--- config.mk ---
export PLATFORM = sky130hd
export DESIGN_NAME = if_fetch_queue
export DESIGN_NICKNAME = d
export VERILOG_FILES = /design/src/rtl/if_fetch_queue.sv
export SDC_FILE = /design/constraint.sdc
export NUM_CORES = 1
export LEC_CHECK = 0
export BUFFER_PORTS_ARGS = -buffer_cell sky130_fd_sc_hd__buf_2
export CAP_MARGIN = 20
export CORE_ASPECT_RATIO = 2
export CORE_MARGIN = 2
export CORE_UTILIZATION = 30
export DETAILED_ROUTE_END_ITERATION = 6
export GPL_TIMING_DRIVEN = 1
export MAX_ROUTING_LAYER = met4
export PLACE_DENSITY = 0.55
export SLEW_MARGIN = 20
export SYNTH_ARGS = -nofsm -noshare
export SYNTH_HDL_FRONTEND = slang
export SYNTH_SLANG_ARGS = --single-unit
--- constraint.sdc ---
create_clock -name clk -period 2.8 [get_ports clk]
set_input_delay 0.42 -clock clk [delete_from_list [all_inputs] [get_ports clk]]
set_output_delay 0.42 -clock clk [all_outputs]
set_load 0.01 [all_outputs]
--- src/rtl/if_fetch_queue.sv ---
// Instruction-fetch front end: owns the PC and buffers {PC+step, instruction}
// pairs in a small FIFO so fetch keeps running while decode is frozen.
module if_fetch_queue #(
  parameter int                DATA_W   = 32,
  parameter int                ADDR_W   = 32,
  parameter int                DEPTH    = 4,
  parameter int                PC_STEP  = 4,
  parameter logic [ADDR_W-1:0] RESET_PC = '0
) (
  input  logic                       clk,
  input  logic                       rst,
  input  logic                       freeze,
  input  logic                       branch_taken,
  input  logic [ADDR_W-1:0]          branch_address,
  output logic [ADDR_W-1:0]          imem_addr,
  input  logic [DATA_W-1:0]          imem_rdata,
  output logic                       out_valid,
  output logic [ADDR_W-1:0]          out_pc,
  output logic [DATA_W-1:0]          out_instruction,
  output logic [$clog2(DEPTH):0]     count
);

  localparam int                PTR_W    = $clog2(DEPTH);
  localparam int                CNT_W    = PTR_W + 1;
  localparam logic [CNT_W-1:0]  FULL_CNT = CNT_W'(DEPTH);
  localparam logic [ADDR_W-1:0] STEP     = ADDR_W'(PC_STEP);

  logic [ADDR_W-1:0] pc_reg;
  logic [PTR_W-1:0]  rd_ptr;
  logic [PTR_W-1:0]  wr_ptr;
  logic [CNT_W-1:0]  cnt;
  logic [ADDR_W-1:0] pc_mem  [DEPTH];
  logic [DATA_W-1:0] ins_mem [DEPTH];

  logic              pop;
  logic              push;
  logic [ADDR_W-1:0] pc_next;

  assign pc_next   = pc_reg + STEP;
  assign out_valid = (cnt != '0);
  assign pop       = out_valid & ~freeze & ~branch_taken;
  // A full queue still accepts a fetch when the head leaves in the same cycle.
  assign push      = ~branch_taken & ((cnt != FULL_CNT) | pop);

  // Control state: PC, pointers and occupancy.
  always_ff @(posedge clk) begin
    if (rst) begin
      pc_reg <= RESET_PC;
      rd_ptr <= '0;
      wr_ptr <= '0;
      cnt    <= '0;
    end else if (branch_taken) begin
      pc_reg <= branch_address;
      rd_ptr <= '0;
      wr_ptr <= '0;
      cnt    <= '0;
    end else begin
      if (push) begin
        pc_reg <= pc_next;
        wr_ptr <= wr_ptr + PTR_W'(1);
      end
      if (pop) begin
        rd_ptr <= rd_ptr + PTR_W'(1);
      end
      case ({push, pop})
        2'b10:   cnt <= cnt + CNT_W'(1);
        2'b01:   cnt <= cnt - CNT_W'(1);
        default: cnt <= cnt;
      endcase
    end
  end

  // Queue storage carries data only; occupancy decides what is meaningful.
  always_ff @(posedge clk) begin
    if (push) begin
      pc_mem[wr_ptr]  <= pc_next;
      ins_mem[wr_ptr] <= imem_rdata;
    end
  end

  assign imem_addr       = pc_reg;
  assign count           = cnt;
  assign out_pc          = out_valid ? pc_mem[rd_ptr]  : '0;
  assign out_instruction = out_valid ? ins_mem[rd_ptr] : '0;

endmodule

==> After elaboration in Yosys (flattened, before gate mapping) <==
Memories as Yosys holds them, arrays and structs flattened. A register that Yosys moved wholly into a read port is not among the register bits.
Index checks and enable logic that the tools add are counted.
Widths: inputs -> output; s select.
{ "classes": {"addsub": 5, "n_eq_ne": 3, "muxes": 11, "n_bitwise": 6, "n_reduce_logical": 4} }
{ "ops": {"columns": ["operator", "n"], "rows": [
  ["$mux 32", 4],
  ["$add 32x3->32 const B", 1],
  ["$mux 2", 4],
  ["$pmux 3 s2", 1],
  ["$add 2x1->2 const B", 2],
  ["$reduce_bool 2->1", 2],
  ["$add 3x1->3 const B", 1],
  ["$and 1x1->1", 3],
  ["$ne 3x3->1 const B", 1],
  ["$reduce_bool 3->1", 1],
  ["$sub 3x1->3 const B", 1],
  ["$eq 2x1->1 const B", 1],
  ["$eq 2x2->1 const B", 1],
  ["$mux 1", 2],
  ["$not 1->1", 2],
  ["$reduce_or 2->1", 1],
  ["$or 1x1->1", 1]
]} }
{ "word_totals": {"ff_bits": 39, "ram_bits": 256, "input_bits": 68, "elab_cells": 35, "memories": 2} }
{ "mem_list": {"columns": ["name", "depth", "word_bits", "rd", "rd_ports_with_merged_regs", "write_ports", "line", "rtl"], "rows": [
  ["ins_mem", 4, 32, 1, 1, 1, "33", "logic [DATA_W-1:0] ins_mem [DEPTH];"],
  ["pc_mem", 4, 32, 1, 1, 1, "32", "logic [ADDR_W-1:0] pc_mem [DEPTH];"]
]} }

==> Logic depth before layout (Yosys ltp) <==
{ "logic_depth": {"ltp_word": 7, "ltp_mapped": 8} }

==> Least setup slack after synthesis <==
OpenSTA, ideal clock, no wires.
{ "synth_path": {"path_kind": "register to register", "from": "register cnt[0] (netlist: count[0])", "to": "memory ins_mem[0][0], enable pin", "t_arrival_ns": 2.799, "setup_slack_ns": -0.428, "stages_incl_launch_ff": 8, "cell_sequence": "dfxtp_1 -> inv_1 -> ha_1 -> clkbuf_1 -> and3_1 -> clkbuf_1 -> nor2_1 -> and2_1"} }
{ "synth_via": {"elab_chain_cells": 7, "elab_cells_between_ends": 8, "cone_classes": "1 x eq/ne; 2 x mux; 4 x bitwise; 1 x reduce/logical"} }
{ "synth_rtl": {"columns": ["item", "line", "rtl"], "rows": [
  ["from (decl)", "31", "logic [CNT_W-1:0] cnt;"],
  ["from (signal assigned)", "66", "2'b10: cnt <= cnt + CNT_W'(1);"],
  ["from (signal assigned)", "67", "2'b01: cnt <= cnt - CNT_W'(1);"],
  ["from (signal assigned)", "68", "default: cnt <= cnt;"],
  ["$reduce_bool 3->1", "40", "assign out_valid = (cnt != '0);"],
  ["$and 1x1->1 (2 in a row)", "41", "assign pop = out_valid & ~freeze & ~branch_taken;"],
  ["$or 1x1->1 (*)", "43", "assign push = ~branch_taken & ((cnt != FULL_CNT) | pop);"],
  ["$and 1x1->1 (*)", "43", null],
  ["$mux 1 (*)", "75", "if (push) begin"],
  ["$mux 1 (not written as such) (*)", "77", "ins_mem[wr_ptr] <= imem_rdata;"],
  ["to (decl)", "33", null]
]} }
Mark *: on every way between the ends. The rest lies on a longest branch, timed or not.

==> PnR_summary.wiki <==
{| class="wikitable"
! Metric !! Value
|-
| Number of antenna violations at the first check in global routing || 0
|-
| Clock network fraction of total power || 0.395
|-
| Critical path's largest stage delay || 0.57 ns
|-
| Total nets after synthesis || 859
|-
| Clock insertion delay at the later pin of the skew report || between 0.5 and 0.6 ns
|-
| Post-synthesis compound-gate area fraction || 0.0423
|-
| Synthesized-area fraction occupied by xor and xnor cells || 0.0244
|-
| Syn_area_per_cell || roughly 16 um^2
|-
| Final slew viol count || 0
|-
| P_sw || 0.00219 W
|-
| Final worst path period share || 0.961
|-
| Synth area leader || sky130_fd_sc_hd__edfxtp_1
|-
| Cell with the largest stage delay on the worst path || sky130_fd_sc_hd__mux4_2
|-
| Total DRC errors in the routed layout || 0
|-
| TNS Setup || 0 ns
|-
| Synthesized instance count || a little under 800
|-
| Cell count after placement || 1461
|-
| Cell row count || 106
|-
| Maximum clock skew at final layout || ~0.033 ns
|-
| Count of buffers inserted at the top-level ports || roughly 170
|-
| Count of max-cap constraint violations || 0
|-
| Fraction of the yosys area taken by sequential cells || 0.678
|-
| Critical path required time || 2.38 ns
|-
| Number of global-route vias before repair || 7615
|-
| Cell at the root of the clock tree || sky130_fd_sc_hd__clkbuf_16
|-
| Final Hold Fails || 0
|-
| Total of flip-flops plus latches after synthesis || a little under 300
|-
| Fraction of registers with async set/reset || 0
|-
| First-iteration detailed-routing DRC count || about 540
|-
| Core box area || 41500 um^2
|-
| DR vias/cell || around 5.0
|-
| Tightest hold margin || 0.0696 ns
|-
| Number of synthesized flops with an enable pin || 256
|-
| Depth of the worst register-to-register path || 4
|-
| Outcome || complete, no violations
|-
| Leakage power of the design || 5.34 nW
|-
| CTS tree || done
|-
| Buffers plus inverters on the worst setup path || 2
|-
| Overall die width || 149 um
|-
| Area of the mapped netlist || 12500 um^2
|-
| CTS sink count || 297
|-
| Sequential fraction of design power || 0.526
|-
| Share of synthesized area spent on multiplexers || 0.117
|-
| Cell count of the worst hold path || 1
|-
| Worst path cell trace || buf_12 > mux4_2 > and2_1 > buf_2
|-
| Internal power component || about 0.0075 W
|-
| Number of iterations in the first detailed-routing pass || 5
|-
| Rel. slew slack || 0.483
|-
| Worst-margin pin slew || approximately 0.78 ns
|-
| Critical path endpoint category || primary output
|-
| Path type of the worst setup path || register to primary output
|-
| Switch share || 0.226
|-
| Clock Pin Slew Worst Setup and Hold Paths || 0.06 ns
|-
| Data arrival time at the worst-slack endpoint || 2.27 ns
|-
| Count of yosys warnings during synthesis || 0
|-
| Height of the die || 293 um
|-
| Half-perimeter wire length after detailed placement || 20700 um
|-
| Average wire per cell in the routed design || 20.5 um
|-
| Number of nets in the final layout || 1027
|-
| Buffer depth of the longest clock path || 3
|-
| Share of layout cells above drive strength 1 || 0.325
|-
| Commonest register cell after synthesis || sky130_fd_sc_hd__edfxtp_1
|-
| Syn-to-layout area delta || 20.8%
|-
| Worst VDD drop || 357 uV
|-
| Top area cells in the synthesized netlist || sky130_fd_sc_hd__edfxtp_1, sky130_fd_sc_hd__mux4_2, sky130_fd_sc_hd__dfxtp_1, sky130_fd_sc_hd__and2_1, sky130_fd_sc_hd__xor2_1
|-
| Category of cells accounting for the largest share of critical-path delay || multiplexers
|-
| Critical path depth in cells || 4
|-
| Number of distinct standard cells referenced by the synthesized netlist || 52
|-
| Max H-tree Level || 1
|-
| First-pass GRT wire length || 47000 um
|-
| Detail Route Antenna Nets || 0
|-
| Arithmetic-cell share of the synthesized area counting full adders, half adders and majority gates || 0.00698
|-
| Vias || roughly 7.6k
|-
| Main combinational cell family by area after synthesis || multiplexers
|-
| Unrepaired setup endpoints after global routing || no
|-
| Synth top area share || 0.613
|-
| Die footprint || 43600 um^2
|-
| Maximum number of pins on one net before global-route repair || 39
|-
| Setup bufs post-CTS || 0
|-
| Placer Congestion || 0.872
|-
| Number of setup violations in the final report || 0
|-
| Routed WL || ~31000 um
|-
| CP startpoint kind || register
|-
| Starting Density || 0.302
|-
| Min Tclk post-route || 2.69 ns
|-
| Proportion of power drawn by combinational gates || 0.080
|-
| Non-filler instance count after layout || 1515
|-
| I/O pin total || between 150 and 200
|-
| Aggregate global routing overflow || 0
|-
| Global-route usage over all layers || 0.145
|-
| Number of buffers inserted during clock tree synthesis || 28
|-
| Hold Path Class || input pin to register
|-
| Ratio of total power to cell area || between 600 and 700 nW/um^2
|-
| Maximum frequency from static timing analysis || ~0.37 GHz
|-
| Largest fanout on the critical path || 13
|-
| Area fraction in and, or, nand and nor cells after synthesis || 0.107
|}
==> cells in the mapped netlist, types with 13 or more instances <==
cell and n:
sky130_fd_sc_hd__a21oi_1 15, sky130_fd_sc_hd__and2_1 72, sky130_fd_sc_hd__and3_1 13, sky130_fd_sc_hd__buf_2 14
sky130_fd_sc_hd__clkbuf_1 37, sky130_fd_sc_hd__dfxtp_1 41, sky130_fd_sc_hd__edfxtp_1 256, sky130_fd_sc_hd__mux4_2 64
sky130_fd_sc_hd__nand2_1 37, sky130_fd_sc_hd__nand3_1 19, sky130_fd_sc_hd__nand4_1 15, sky130_fd_sc_hd__nor2_1 31
sky130_fd_sc_hd__nor3_1 17, sky130_fd_sc_hd__xnor2_1 15, sky130_fd_sc_hd__xor2_1 20
==> through the flow <==
stage	utilization	instance area (um^2)	setup WS (ns)	total power (W)
after global routing	0.365	15200	0.00161	0.0100
after CTS	0.364	15100	0.0109	0.00978
after detailed placement	0.341	14200	0.146	0.00594
after global placement	0.341	14200	0.282	0.00592
after floorplan	-	12500	0.272	0.00557
final	0.365	15200	0.109	0.00965
==> final timing paths <==
path              slack, ns      startpoint              to
setup / recovery       0.11        register      out_pc[17]
hold / removal         0.07  imem_rdata[17]  ins_mem[3][17]
setup reg to reg       0.48    imem_addr[4]   pc_mem[2][25]
hold reg to reg        0.50       wr_ptr[1]       wr_ptr[1]
==> placed cells by master (no fill, tap or decap), types with 3 or more instances in the layout <==
cell                        netlist  final
sky130_fd_sc_hd__buf_12           0     11
sky130_fd_sc_hd__o31ai_1          3      3
sky130_fd_sc_hd__dfxtp_1         41     39
sky130_fd_sc_hd__clkinv_1         0      3
sky130_fd_sc_hd__buf_4            3     15
sky130_fd_sc_hd__clkbuf_1        37      8
sky130_fd_sc_hd__o21ai_0          7      7
sky130_fd_sc_hd__and2_4           0      5
sky130_fd_sc_hd__xor2_1          20     20
sky130_fd_sc_hd__ha_1             7      6
sky130_fd_sc_hd__nand2b_1         3      3
sky130_fd_sc_hd__edfxtp_1       256    256
sky130_fd_sc_hd__nand3_1         19     19
sky130_fd_sc_hd__a311oi_1         7      6
sky130_fd_sc_hd__a211oi_1         6      6
sky130_fd_sc_hd__or3_1            3      3
sky130_fd_sc_hd__or4_1            5      5
sky130_fd_sc_hd__o211ai_1         6      6
sky130_fd_sc_hd__clkbuf_16        0     29
sky130_fd_sc_hd__mux4_2          64     64
sky130_fd_sc_hd__nand2_1         37     37
sky130_fd_sc_hd__a21oi_1         15     15
sky130_fd_sc_hd__and4_1           7      7
sky130_fd_sc_hd__and2_1          72     67
sky130_fd_sc_hd__nand4_1         15     15
sky130_fd_sc_hd__bufinv_16        0      3
sky130_fd_sc_hd__a32oi_1          3      3
sky130_fd_sc_hd__o221ai_1         7      7
sky130_fd_sc_hd__buf_2           14    167
sky130_fd_sc_hd__and3_1          13     13
sky130_fd_sc_hd__nor3_1          17     17
sky130_fd_sc_hd__clkinv_2         0      5
sky130_fd_sc_hd__xnor2_1         15     15
sky130_fd_sc_hd__inv_1           11     10
sky130_fd_sc_hd__nor2_1          31     31
sky130_fd_sc_hd__nor4_1           7      7
sky130_fd_sc_hd__o2bb2ai_1        4      4
==> registers in the layout, summed over array words and instances (netlist names), named ones only <==
register	count
pc_mem	128
wr_ptr	2
imem_addr	32
rd_ptr	2
count	3
ins_mem	128
==> kinds of logic (layout without fill, tap and decap cells) <==
| group | count (synthesis) | after routing |
|---|---|---|
| fa+ha+maj | 7 | 7 |
| xor+xnor | 35 | 35 |
| compound gates | 72 | 72 |
| simple gates | 238 | 238 |
| flops | 297 | 297 |
| other cells | 0 | 1 |
| mux | 66 | 66 |
| buf+inv | 69 | 259 |
==> layout make-up <==
| type | count | area [um^2] |
|---|---|---|
| fillers | 3961 | 26400 |
| flip-flops and latches | 297 | 8520 |
| multi-input cells | 418 | 3760 |
| repair buffers | 196 | 1240 |
| clock buffers | 37 | 744 |
| well taps | 540 | 676 |
| clock inverters | 15 | 175 |
| inverters | 11 | 48.8 |
| diodes | 1 | 2.50 |
==> layer usage <==
layer / track usage / vias to the layer above / share of wire
li1: - / 3400 / -
met1: 0.189 / 3803 / 0.41
met2: 0.238 / 318 / 0.50
met3: 0.0239 / 34 / 0.072
met4: 0.0376 / 0 / 0.019
met5: - / - / 0
==> timing repair <==
item,4_1_cts,5_1_grt
resized for setup,6,4
endpoints found under the setup margin,64,38
cloned,0,1
hold buffers,0,0
==> power groups by stage <==
| stage | combinational [W] | clock, W | sequential (W) |
|---|---|---|---|
| floorplan | 0.000434 | 0 | 0.00514 |
| global placement | 0.000761 | 0 | 0.00516 |
| detailed placement | 0.000774 | 0 | 0.00517 |
| CTS | 0.000784 | 0.00393 | 0.00507 |
| global route | 0.000844 | 0.00409 | 0.00509 |
| finish | 0.000768 | 0.00381 | 0.00508 |
Note: power is estimated with default switching activity, not from simulation.
